===== config.mk =====
export PLATFORM = sky130hd
export DESIGN_NAME = sync_debounce_flat
export DESIGN_NICKNAME = d
export VERILOG_FILES = /design/src/rtl/sync_debounce_if.sv /design/src/rtl/sync_debounce.sv /design/src/flat_wrapper.sv
export SDC_FILE = /design/constraint.sdc
export NUM_CORES = 1
export LEC_CHECK = 0
export BUFFER_PORTS_ARGS = -buffer_cell sky130_fd_sc_hd__clkbuf_2
export CAP_MARGIN = 20
export CORE_AREA = 5 5 42 44
export CTS_CLUSTER_SIZE = 28
export DETAILED_ROUTE_END_ITERATION = 10
export DIE_AREA = 0 0 47 49
export PLACE_DENSITY = 0.43
export SLEW_MARGIN = 40
export SYNTH_ARGS = -nofsm -noshare
export SYNTH_HDL_FRONTEND = slang
export SYNTH_SLANG_ARGS = --single-unit

===== constraint.sdc =====
create_clock -name clk -period 1.7 [get_ports clk]
set_input_delay 0.34 -clock clk [delete_from_list [all_inputs] [get_ports clk]]
set_output_delay 0.34 -clock clk [all_outputs]
set_load 0.05 [all_outputs]

===== src/rtl/sync_debounce_if.sv =====
// Level-signal bundle between a raw asynchronous source and the debouncer.
// rise/fall exist only when SYNC_DEBOUNCE_EDGE_EN is defined.
interface sync_debounce_if;
  // No valid/ready handshake here: din is a free-running level sampled every clock,
  // and dout/stable (plus rise/fall) are registered levels/pulses valid every cycle.
  logic din;
  logic dout;
  logic stable;
`ifdef SYNC_DEBOUNCE_EDGE_EN
  logic rise;
  logic fall;

  modport master (output din, input dout, input stable, input rise, input fall);
  modport slave  (input din, output dout, output stable, output rise, output fall);
`else
  modport master (output din, input dout, input stable);
  modport slave  (input din, output dout, output stable);
`endif
endinterface


===== src/rtl/sync_debounce.sv =====
// Synchronise and debounce an asynchronous level; optional rise/fall pulses when
// SYNC_DEBOUNCE_EDGE_EN is defined. FSM state and counter exported for debug.
module sync_debounce #(
  parameter int   SYNC_STAGES = 2,
  parameter int   DB_CYCLES   = 16,
  parameter logic RST_VAL     = 1'b0,
  localparam int  CW          = $clog2(DB_CYCLES + 1)
) (
  input  logic                clk,
  input  logic                rst,
  sync_debounce_if.slave      db,
  output logic                dbg_state_o,
  output logic [CW-1:0]       dbg_cnt_o
);

  typedef enum logic {
    ST_STABLE = 1'b0,
    ST_COUNT  = 1'b1
  } state_t;

  state_t                 state_q;
  logic [SYNC_STAGES-1:0] sync_q;
  logic [CW-1:0]          cnt_q;
  logic                   dout_q;
  logic                   stable_q;
  logic                   s_sync;
  logic                   differ;
  logic                   accept;

  assign s_sync = sync_q[SYNC_STAGES-1];
  assign differ = (s_sync != dout_q);
  // A change is taken on the DB_CYCLES-th consecutive differing edge; with
  // DB_CYCLES=1 that is the very first one, straight out of STABLE.
  assign accept = differ && ((state_q == ST_COUNT) ? (cnt_q == CW'(DB_CYCLES - 1))
                                                   : (DB_CYCLES == 1));

`ifdef SYNC_DEBOUNCE_EDGE_EN
  logic rise_q;
  logic fall_q;
  assign db.rise = rise_q;
  assign db.fall = fall_q;
`endif

  always_ff @(posedge clk) begin
    if (rst) begin
      sync_q   <= {SYNC_STAGES{RST_VAL}};
      dout_q   <= RST_VAL;
      cnt_q    <= '0;
      state_q  <= ST_STABLE;
      stable_q <= 1'b1;
`ifdef SYNC_DEBOUNCE_EDGE_EN
      rise_q   <= 1'b0;
      fall_q   <= 1'b0;
`endif
    end else begin
      sync_q <= {sync_q[SYNC_STAGES-2:0], db.din};
`ifdef SYNC_DEBOUNCE_EDGE_EN
      rise_q <= 1'b0;
      fall_q <= 1'b0;
`endif
      if (accept) begin
        dout_q   <= s_sync;
        cnt_q    <= '0;
        state_q  <= ST_STABLE;
        stable_q <= 1'b1;
`ifdef SYNC_DEBOUNCE_EDGE_EN
        rise_q   <= s_sync;
        fall_q   <= ~s_sync;
`endif
      end else if (!differ) begin
        cnt_q    <= '0;
        state_q  <= ST_STABLE;
        stable_q <= 1'b1;
      end else if (state_q == ST_STABLE) begin
        cnt_q    <= CW'(1);
        state_q  <= ST_COUNT;
        stable_q <= 1'b0;
      end else begin
        cnt_q    <= cnt_q + CW'(1);
        stable_q <= 1'b0;
      end
    end
  end

  assign db.dout     = dout_q;
  assign db.stable   = stable_q;
  assign dbg_state_o = state_q;
  assign dbg_cnt_o   = cnt_q;

endmodule


===== src/flat_wrapper.sv =====
// flat-port wrapper written by rule: the top's interface ports become plain ports
module sync_debounce_flat 
#(
  parameter int   SYNC_STAGES = 2,
  parameter int   DB_CYCLES   = 16,
  parameter logic RST_VAL     = 1'b0,
  localparam int  CW          = $clog2(DB_CYCLES + 1)
)
  (clk, rst, dbg_state_o, dbg_cnt_o, db_din, db_dout, db_stable);
  sync_debounce_if db_i ();
  input  logic clk;
  input  logic rst;
  output logic dbg_state_o;
  output logic [CW-1:0] dbg_cnt_o;
  input wire logic [$bits(db_i.din)-1:0] db_din;
  output wire logic [$bits(db_i.dout)-1:0] db_dout;
  output wire logic [$bits(db_i.stable)-1:0] db_stable;
  assign db_i.din = db_din;
  assign db_dout = db_i.dout;
  assign db_stable = db_i.stable;
  sync_debounce #(.SYNC_STAGES(SYNC_STAGES), .DB_CYCLES(DB_CYCLES), .RST_VAL(RST_VAL)) u_core (.clk(clk), .rst(rst), .db(db_i), .dbg_state_o(dbg_state_o), .dbg_cnt_o(dbg_cnt_o));
endmodule

Word level (Yosys, flattened, before mapping)
Index checks and enable logic that the tools add are counted.

Flip-flop bits (word level): 10. Input bits: 3. Output and inout bits: 8.

$add $sub $neg: 1. Equality and inequality tests: 2. Mux-type cells: 4. Bitwise gates (word level): 2. Reduce and logical (&&, ||, !) cells: 4.

Operators by type and width (number): 5-bit by 1-bit adder with 5-bit output (second input constant) (1); 5-bit by 4-bit == test with 1-bit output (second input constant) (1); 1-bit two-way mux (4); 4-bit OR reduction (1); 3-bit OR reduction (1); 1-bit NOT (2); 2-bit OR reduction (1); 1-bit logical AND (1); 1-bit inequality test (1).

Longest topological paths before layout
Gate-level depths: netlist (run 1).

Depth after elaboration: 4. Gate-level depth with buffers: 6.

Worst setup path before layout (run 1)
Ideal clock, no wire load.

Path type: register -> register. Start point: register u_core.cnt_q[0], in the netlist u_core.dbg_cnt_o[0]. End point: register u_core.cnt_q[0], in the netlist u_core.dbg_cnt_o[0]. Setup time: 146 ps. Data arrival time: 1468 ps. Path slack: 86 ps. Cell stages (with the launch flop): 7. Period minus slack after synthesis: 1614 ps. Path through: dfxtp_1 -> ha_1 -> and3_1 -> ha_1 -> nand2_1 -> nand3b_1 -> a21oi_1.

Cells in the longest elaborated chain, start to end: 4. Elaborated cells on any way between the ends: 6. Those cells by class: add/sub: 1; eq/ne: 1; mux: 2; reduce/logical: 2.

RTL lines: start: declaration (line sync_debounce.sv:23) `logic [CW-1:0] cnt_q;`; start signal: assignment (line sync_debounce.sv:79) `cnt_q <= cnt_q + CW'(1);`; branches (longest 4 deep; another with 5-bit by 1-bit adder with 5-bit output).

Parallel ways; which one is timed is not known. A chain may end at the register's enable or synchronous reset.

Worst setup path in the final report (run 1)
Start point: register u_core.cnt_q[0], in the netlist u_core.dbg_cnt_o[0]. End point: register u_core.cnt_q[2], in the netlist u_core.dbg_cnt_o[2].

Cells in the longest elaborated chain, start to end: 4. Elaborated cells on any way between the ends: 5. Those cells by class: add/sub: 1; eq/ne: 1; mux: 1; reduce/logical: 2.

RTL lines: 5-bit by 4-bit == test with 1-bit output (line sync_debounce.sv:34) `assign accept = differ && ((state_q == ST_COUNT) ? (cnt_q == CW'(DB_CYCLES - 1))`; 1-bit two-way mux (line sync_debounce.sv:34); 1-bit logical AND (line sync_debounce.sv:34); 4-bit OR reduction (no line).

Several ways; a longest one is shown, not always the timed one.

==> summary.md, run 1 <==
| Metric | Value |
|---|---|
| Layout cell share with drive strength beyond 1 | `0.298` |
| Slew @ Worst Pin | `279 ps` |
| Final Power | `0.471 mW` |
| Largest net degree at the start of global routing | `7` |
| Layout fillers | `165` |
| Worst slew margin | `0.815` |
| P&R area growth vs syn | `31.0%` |
| Minimum clock period | `1430 ps` |
| Syn Std Cell Area | `343 um2` |
| Hold crit path type | `in2reg` |
| Reg clk slew, reported paths | `70 ps` |
| Final WL | `630 um` |
| Register share of total power | `0.511` |
| CTS resizes | `0` |
| Row count | `14` |
| Post-synthesis cell type count | `13` |
| DIE AREA | `0.00230 mm2` |
| PwrDens | `1050 mW/mm2` |
| Top Ports | `11` |
| Vias in the first global route | `268` |
| Synthesis-stage register bit count | `10` |
| Final HPWL DP | `520 um` |
| Die height | `49 um` |
| Endpoints failing setup | `0` |
| Post-route setup slack | `265 ps` |
| Post-synthesis sequential area ratio | `0.584` |
| LEAKAGE | `0.206 nW` |
| Final Hold Viols | `0` |
| Max Freq | `697 MHz` |
| Multi-input logic area | `131 um2` |
| CTS buffer count | `3` |
| Most frequent CP cell | `ha_1` |
| Status | `completed` |
| Req. time, crit path | `1900 ps` |
| Port-buffer cells | `10` |
| Clock Latency Late Sink | `270 ps` |
| Final slew viol count | `0` |
| Total Neg Setup Slack | `0 ps` |
| Synth Warn # | `0` |
| Switching part of the total | `0.205` |
| Critical path's top delay family | `simple AND/OR/NAND/NOR gates` |
| Max clock buf depth | `2` |
| Post-Syn Instances | `33` |
| Total Routing Usage GR | `0.0685` |
| Final nets | `53` |
| Final Skew | `2.68 ps` |
| Crit end category | `register` |
| Max incr delay on CP | `340 ps` |
| Crit-path max FO | `4` |
| Clock network power share | `0.453` |
| GR Overflow Total | `0` |
| Max cap viols | `0` |
| Sw Pwr | `0.0966 mW` |
| Net count after synthesis | `38` |
| Dpl ws | `259 ps` |
| TritonCTS Sinks | `10` |
| Core Footprint | `0.00140 mm2` |
| H-tree levels | `1` |
| Sequential cell area | `200 um2` |
| Syn Area/Cell | `10.4 um2` |
| RSZ-0062 raised after global routing | `false` |
| Arrival time of the worst setup path | `1640 ps` |
| Comb pwr share | `0.035` |
| Antenna Diode Count | `0` |
| Critical path startpoint category | `register` |
| Drt drc | `0` |
| Post-DR wirelength/cell | `10.0 um` |
| Via density | `4.24` |
| Drt first pass iters | `2` |
| WP buf/inv | `0` |
| Die X | `47 um` |
| Final core utilization | `0.321` |
| Final ANT Viol Nets | `0` |
| Slowest-stage cell, CP | `dfxtp_1` |
| Initial Util | `0.245` |
| TritonCTS clock tree | `built` |
| Internal | `0.374 mW` |
| First-pass GRT wire length | `1060 um` |
| WS Path Type | `reg2reg` |
| Peak supply drop | `0.346 mV` |
| Vias | `267` |
| Final worst-path cycle share | `0.844` |
| CP Cell Sequence | `ha_1 -> and3_1 -> ha_1 -> nand4bb_1 -> nor2_1` |
| Root Driver | `clkbuf_4` |
| Post-CTS setup buffers | `0` |
| DRT iter0 DRCs | `1` |
| Initial antenna violation count | `0` |
| Hold bufs inserted after CTS | `0` |
| Final GP Congestion | `0.630` |
==> stage by stage <==
stage                     instances  hold slack [ps]  area [um2]
final                            63              280         449
after global routing             63              275         449
after CTS                        63              268         449
after detailed placement         59              442         413
after global placement           59              423         413
after floorplan                  33              409         343
==> sequential cells by signal, summed over array words and instances (netlist names) <==
signal and count:
u_core.db.dout 1, u_core.db.stable 1, u_core.dbg_cnt_o 5, u_core.dbg_state_o 1, u_core.sync_q 2
==> synthesized netlist by cell type <==
master | instances | share of area
nand3b_1 | 1 | 0.022
nand3_1 | 2 | 0.029
nand4bb_1 | 1 | 0.033
xor2_1 | 2 | 0.051
xnor2_1 | 1 | 0.026
ha_1 | 2 | 0.073
inv_1 | 3 | 0.033
nand2_1 | 2 | 0.022
a21oi_1 | 2 | 0.029
dfxtp_1 | 10 | 0.58
and3_1 | 1 | 0.018
nor2_1 | 4 | 0.044
nor2b_1 | 2 | 0.036
==> logic make-up after synthesis <==
logic type,Yosys count,synth area share
DFF,10,0.584
AOI/OAI and AO/OA,2,0.0292
and+or+nand+nor,13,0.204
adders and majority gates,2,0.0730
buffers and inverters,3,0.0328
xor gates and xnor gates,3,0.0767
==> power groups by stage <==
stage / combinational [mW] / clock (mW) / sequential (mW)
after floorplan: 0.00427 / 0 / 0.253
after global placement: 0.0167 / 0 / 0.246
after detailed placement: 0.0169 / 0 / 0.246
after CTS: 0.0170 / 0.224 / 0.241
after global routing: 0.0181 / 0.236 / 0.241
final: 0.0167 / 0.213 / 0.241
==> placed cells by master (no fill, tap or decap) <==
master	synthesis	final
xor2_1	2	2
dfxtp_1	10	10
clkbuf_4	0	3
xnor2_1	1	1
inv_1	3	3
clkbuf_8	0	1
a21oi_1	2	2
nand3_1	2	2
nand3b_1	1	1
nand2_1	2	2
nand4bb_1	1	1
and3_1	1	1
nor2b_1	2	2
nor2_1	4	4
ha_1	2	2
clkbuf_2	0	10
==> per-layer routing <==
layer  global-route usage  routed length [um]  vias to the layer above
li1                     -                   -                      133
met1               0.0730                 250                      121
met2               0.0905                 293                       10
met3               0.0221                  51                        3
met4               0.0829                  34                        0
met5                    0                   0                        -
==> worst reg2reg max path, stage by stage (launching register included) <==
cell and delay (ps):
dfxtp_1 340, ha_1 220, and3_1 180, ha_1 200, nand4bb_1 260, nor2_1 160
==> final timing paths <==
kind | from | endpoint | slack, ps | cells past startpoint
worst max-delay path | u_core.dbg_cnt_o[0]$_SDFF_PP0_ | u_core.dbg_cnt_o[2]$_SDFF_PP0_ | 270 | 5
worst min register to register | u_core.sync_q[0]$_SDFF_PP0_ | u_core.sync_q[1]$_SDFF_PP0_ | 450 | 1
worst max register to register | u_core.dbg_cnt_o[0]$_SDFF_PP0_ | u_core.dbg_cnt_o[2]$_SDFF_PP0_ | 270 | 5
worst min-delay path | db_din | u_core.sync_q[0]$_SDFF_PP0_ | 280 | 2
==> cell type report <==
| type | instances | share of cell area |
|---|---|---|
| Inverter | 3 | 0.0251 |
| Clock buffer | 4 | 0.0808 |
| Sequential cell | 10 | 0.446 |
| Multi-Input combinational cell | 20 | 0.292 |
| Tap cell | 16 | 0.0446 |
| Timing Repair Buffer | 10 | 0.111 |
No activity file was read; power rests on OpenSTA's default activity.
==> inputs of run 2 (changes only) <==
Settings changed: PLACE_DENSITY 0.43 to 0.45.
Clock period 1.7 ns to 1.25 ns, I/O delays scaled along.
==> run 2 against run 1 <==
  * Combinational power grew 76%
  * Cell count grew 4.8%
  * Count of clock-buffer cells in the layout shrank 1
  * Register-to-register slack lost 260 ps
  * Die area is the same
  * Clock skew shrank 1.3 ps
  * Design area grew 17%
  * Sequential share of layout area shrank 4.4 points
  * Power grew 23%
  * Critical path depth grew 1
==> summary.md, run 2 (synthesized netlist as in run 1, its figures left out) <==
| Metric | Value |
|---|---|
| Final Instance Area | `527 um2` |
| Top Ports | `11` |
| Final WL | `674 um` |
| Worst slew margin | `0.802` |
| Final slew viol count | `0` |
| Most frequent cells in the layout | `clkbuf_2, dfxtp_1, clkbuf_4` |
| WS Path Type | `reg2reg` |
| Most common cell after layout, fill and taps aside | `clkbuf_2` |
| Crit end category | `register` |
| Total Routing Usage GR | `0.0670` |
| Drt first pass iters | `4` |
| Total Neg Setup Slack | `0 ps` |
| PwrDens | `1100 mW/mm2` |
| Arrival time of the worst setup path | `1440 ps` |
| Largest net degree at the start of global routing | `7` |
| Port-buffer cells | `10` |
| Comb pwr share | `0.051` |
| Min-Delay Startpoint | `db_din` |
| Peak supply drop | `0.484 mV` |
| Endpoints failing setup | `0` |
| DIE AREA | `0.00230 mm2` |
| Minimum clock period | `1250 ps` |
| Vias in the first global route | `241` |
| Final GP Congestion | `0.649` |
| Antenna Diode Count | `0` |
| First-pass GRT wire length | `1010 um` |
| Reg clk slew, reported paths | `70 ps` |
| Hold crit path type | `in2reg` |
| Critical path startpoint category | `register` |
| Core Footprint | `0.00140 mm2` |
| TritonCTS Sinks | `10` |
| Reg-to-reg setup timing slack | `4 ps` |
| Initial Util | `0.245` |
| Worst reg2reg startpoint | `u_core.dbg_cnt_o[1]$_SDFF_PP0_` |
| Clock Latency Late Sink | `260 ps` |
| Fin cells | `66` |
| Final HPWL DP | `533 um` |
| LEAKAGE | `0.218 nW` |
| Req. time, crit path | `1440 ps` |
| GR Overflow Total | `0` |
| R2R depth | `6` |
| Max clock buf depth | `2` |
| Row count | `14` |
| Max Freq | `803 MHz` |
| Status | `completed` |
| Root Driver | `clkbuf_4` |
| Switching part of the total | `0.228` |
| Worst Hold Depth | `2` |
| Register share of total power | `0.557` |
| Reg-to-Reg End | `u_core.dbg_cnt_o[0]$_SDFF_PP0_` |
| DP Area | `488 um2` |
| Final ANT Viol Nets | `0` |
| Post-DR wirelength/cell | `10.2 um` |
| Sw Pwr | `0.132 mW` |
| Via density | `4.23` |
| Layout cell share with drive strength beyond 1 | `0.540` |
| Largest register FFs | `5` |
| H-tree levels | `1` |
| CTS buffer count | `3` |
| Final worst-path cycle share | `0.997` |
| Final nets | `56` |
| Hold Path Sink | `u_core.sync_q[0]$_SDFF_PP0_` |
| Max cap viols | `0` |
| TritonCTS clock tree | `built` |
| P&R area growth vs syn | `53.6%` |
| Clock network power share | `0.392` |
| Slew @ Worst Pin | `295 ps` |
| Crit-path max FO | `3` |
| Vias | `279` |
| Die X | `47 um` |
| Post-Place Cells | `61` |
| Final Hold Viols | `0` |
| Initial antenna violation count | `0` |
| Drt drc | `0` |
| RSZ-0062 raised after global routing | `true` |
| Internal | `0.447 mW` |
| Final Skew | `1.41 ps` |
| DRT iter0 DRCs | `5` |
| Die height | `49 um` |
-- run 2: worst max-delay path by stage --
stage	start	endpoint	slack [ps]	cells past startpoint
after floorplan	u_core.dbg_cnt_o[1]$_SDFF_PP0_	u_core.dbg_cnt_o[0]$_SDFF_PP0_	-30	6
after global placement	u_core.dbg_cnt_o[1]$_SDFF_PP0_	u_core.dbg_cnt_o[0]$_SDFF_PP0_	20	6
after detailed placement	u_core.dbg_cnt_o[1]$_SDFF_PP0_	u_core.dbg_cnt_o[0]$_SDFF_PP0_	-20	6
after CTS	u_core.dbg_cnt_o[1]$_SDFF_PP0_	u_core.dbg_cnt_o[0]$_SDFF_PP0_	-20	6
after global routing	u_core.dbg_cnt_o[1]$_SDFF_PP0_	u_core.dbg_cnt_o[0]$_SDFF_PP0_	-70	6
final	u_core.dbg_cnt_o[1]$_SDFF_PP0_	u_core.dbg_cnt_o[0]$_SDFF_PP0_	4	6
-- run 2: metrics by stage --
stage                     setup WS (ps)  hold slack, ps  utilization  total power, mW
after CTS                         -22.2             191        0.374            0.590
after floorplan                   -31.1             319            -            0.348
after global placement             21.5             420        0.348            0.359
final                              4.03             193        0.376            0.579
after detailed placement          -21.4             427        0.348            0.360
after global routing              -69.6             197        0.376            0.613
-- run 2: per-layer routing --
| metal | vias up | global-route usage | share of wire |
|---|---|---|---|
| li1 | 141 | - | - |
| met1 | 127 | 0.0773 | 0.42 |
| met2 | 9 | 0.0882 | 0.48 |
| met3 | 2 | 0.0221 | 0.080 |
| met4 | 0 | 0.0691 | 0.018 |
| met5 | - | 0 | 0 |
-- run 2: what timing repair did --
action / in CTS / in global routing
gates resized for setup: 1 / 1
buffers inserted: 1 / 0
hold buffers: 0 / 0
pin swaps: 3 / 1
endpoints found under the setup margin: 5 / 5
-- run 2: area by class of cell --
cell class | instances | area [um2]
timing repair buffer | 13 | 75.1
fill | 155 | 875
inverter | 3 | 11.3
multi-input combinational | 20 | 183
clock inverter | 1 | 3.75
tap | 16 | 20.0
clock buffer | 3 | 22.5
sequential | 10 | 211
-- run 2: power groups by stage --
stage          Sequential (mW)  Combinational (mW)  Clock (mW)
5_1_grt                  0.323              0.0315       0.258
4_1_cts                  0.323              0.0298       0.237
2_1_floorplan            0.341             0.00771           0
3_3_place_gp             0.330              0.0286           0
3_5_place_dp             0.330              0.0293           0
6_report                 0.323              0.0294       0.227
-- run 2: worst max-delay path, cell delays in order (launching register included) --
cell,delay [ps]
dfxtp_4,360
ha_4,150
and3_4,180
ha_4,170
nand2_2,60
nand3b_1,130
a21oi_1,140
==> inputs of run 3 (changes only) <==
--- a/config.mk
+++ b/config.mk
@@ -12,5 +12,5 @@
 export DETAILED_ROUTE_END_ITERATION = 10
 export DIE_AREA = 0 0 47 49
-export PLACE_DENSITY = 0.45
+export PLACE_DENSITY_LB_ADDON = 0.1
 export SLEW_MARGIN = 40
 export SYNTH_ARGS = -nofsm -noshare
==> constraint.sdc (replaced) <==
create_clock -name clk -period 1.25 [get_ports clk]
set_input_delay 0.125 -clock clk [delete_from_list [all_inputs] [get_ports clk]]
set_output_delay 0.125 -clock clk [all_outputs]
set_load 0.05 [all_outputs]
==> run 3 against run 2 <==
  * The run now ends with setup timing left
  * Register-to-register slack about the same
  * Power increased by 10%
  * Clock skew increased by 1.6 ps
  * Count of clock-buffer cells in the layout increased by 1
  * Via count increased by 1.4%
  * Sequential share of layout area decreased by 0.56 points
  * Clock power increased by 26%
  * Sequential power about the same
  * Global-route usage increased by 0.65 points
  * Worst hold slack got worse by 120 ps
  * Sequential cell count unchanged
  * Critical endpoint unchanged
==> summary.md, run 3 (synthesized netlist as in run 1, its figures left out) <==
| Metric | Value |
|---|---|
| Status | `finished, violations left` |
| Failing checks | `setup timing` |
| Met1 WL | `257 um` |
| Max clock buf depth | `2` |
| Final slew viol count | `0` |
| TritonCTS Sinks | `10` |
| GR Overflow Total | `0` |
| Initial antenna violation count | `0` |
| Post-DR wirelength/cell | `10.3 um` |
| Final nets | `56` |
| Max cap viols | `0` |
| Final Power | `0.637 mW` |
| Antenna Diode Count | `0` |
| Most frequent cells in the layout | `clkbuf_2, dfxtp_1` |
| Crit end category | `register` |
| Top Ports | `11` |
| Final WL | `680 um` |
| P&R area growth vs syn | `55.8%` |
| Final Skew | `3.04 ps` |
| First element of the critical path | `u_core.dbg_cnt_o[1]$_SDFF_PP0_` |
| Hold bufs inserted after CTS | `0` |
| Core Footprint | `0.00140 mm2` |
| Port-buffer cells | `10` |
| DP Area | `480 um2` |
| Final core utilization | `0.381` |
| RSZ-0062 raised after global routing | `true` |
| WS Path Type | `reg2reg` |
| Root Driver | `clkbuf_4` |
| Die X | `47 um` |
| Layout cell share with drive strength beyond 1 | `0.560` |
| Min-Delay Startpoint | `db_din` |
| Drt drc | `0` |
| H-tree levels | `1` |
| Max Freq | `795 MHz` |
| Clock Latency Late Sink | `260 ps` |
| Via density | `4.29` |
| Comb pwr share | `0.042` |
| Hold crit path type | `in2reg` |
| Slew @ Worst Pin | `302 ps` |
| Die height | `49 um` |
| DIE AREA | `0.00230 mm2` |
| Initial Util | `0.245` |
| Final ANT Viol Nets | `0` |
| Arrival time of the worst setup path | `1440 ps` |
| Highest Signal Layer | `met4` |
| Vias | `283` |
| Worst slew margin | `0.798` |
| DR WL met3 | `51 um` |
| Peak supply drop | `0.620 mV` |
| Final worst-path cycle share | `1.01` |
| CTS buffer count | `3` |
| Vias in the first global route | `253` |
| DRT iter0 DRCs | `3` |
| Post-route setup slack | `-7.59 ps` |
| Final HPWL DP | `516 um` |
| Final Instance Area | `534 um2` |
| Most common cell after layout, fill and taps aside | `clkbuf_2` |
| Switching part of the total | `0.204` |
| Endpoints failing setup | `1` |
| Largest register FFs | `5` |
| Worst reg2reg startpoint | `u_core.dbg_cnt_o[1]$_SDFF_PP0_` |
| PwrDens | `1190 mW/mm2` |
| Crit-path max FO | `3` |
| Req. time, crit path | `1440 ps` |
| Sw Pwr | `0.130 mW` |
| Hold WS | `76.7 ps` |
| LEAKAGE | `0.224 nW` |
| Row count | `14` |
| Final GP Congestion | `0.663` |
| Largest net degree at the start of global routing | `7` |
| Total Neg Setup Slack | `-7.59 ps` |
| Total Routing Usage GR | `0.0734` |
| Internal | `0.507 mW` |
| Clock network power share | `0.449` |
| Critical path startpoint category | `register` |
| Final Hold Viols | `0` |
| First-pass GRT wire length | `1100 um` |
| Drt first pass iters | `3` |
| Register share of total power | `0.509` |
| Met2 WL | `361 um` |
| Minimum clock period | `1260 ps` |
| TritonCTS clock tree | `built` |
| Reg clk slew, reported paths | `70 ps` |
-- run 3: critical path, stage by stage, from the launching register on --
cell and delay, ps:
dfxtp_4 350, ha_4 150, and3_4 180, ha_4 160, nand2_2 70, nand3b_1 130, a21oi_1 140
-- run 3: layout make-up --
class | count | area [um2]
fill | 145 | 867
tap | 16 | 20.0
sequential | 10 | 211
multi-input combinational | 20 | 183
timing repair buffer | 13 | 72.6
clock buffer | 4 | 36.3
inverter | 3 | 11.3
-- run 3: final timing paths --
check	slack [ps]	cells past startpoint	end
worst max-delay path	-8	6	u_core.dbg_cnt_o[0]$_SDFF_PP0_
worst min-delay path	80	2	u_core.sync_q[0]$_SDFF_PP0_
worst max register to register	-8	6	u_core.dbg_cnt_o[0]$_SDFF_PP0_
worst min register to register	440	1	u_core.sync_q[1]$_SDFF_PP0_
-- run 3: metrics by stage --
stage,setup WS (ps),std cells
floorplan,-31.1,33
detailed placement,-9.37,60
global placement,13.5,60
global route,-82.2,66
CTS,-25.9,65
finish,-7.59,66
-- run 3: layer usage --
| layer | global-route usage | vias up |
|---|---|---|
| met3 | 0.0554 | 2 |
| li1 | - | 142 |
| met2 | 0.109 | 8 |
| met5 | 0 | - |
| met1 | 0.0710 | 131 |
| met4 | 0.0415 | 0 |
-- run 3: power by group through the flow --
stage,logic [mW],clock network (mW),registers (mW)
floorplan,0.00771,0,0.341
global placement,0.0263,0,0.331
detailed placement,0.0271,0,0.332
CTS,0.0272,0.300,0.324
global route,0.0292,0.328,0.325
finish,0.0267,0.286,0.324
-- run 3: repair_timing --
item / CTS / global route
pin swaps: 0 / 1
gates resized for setup: 0 / 1
cloned: 0 / 0
setup buffers: 1 / 1
endpoints found under the hold margin: 0 / 0
endpoints found under the setup margin: 2 / 5
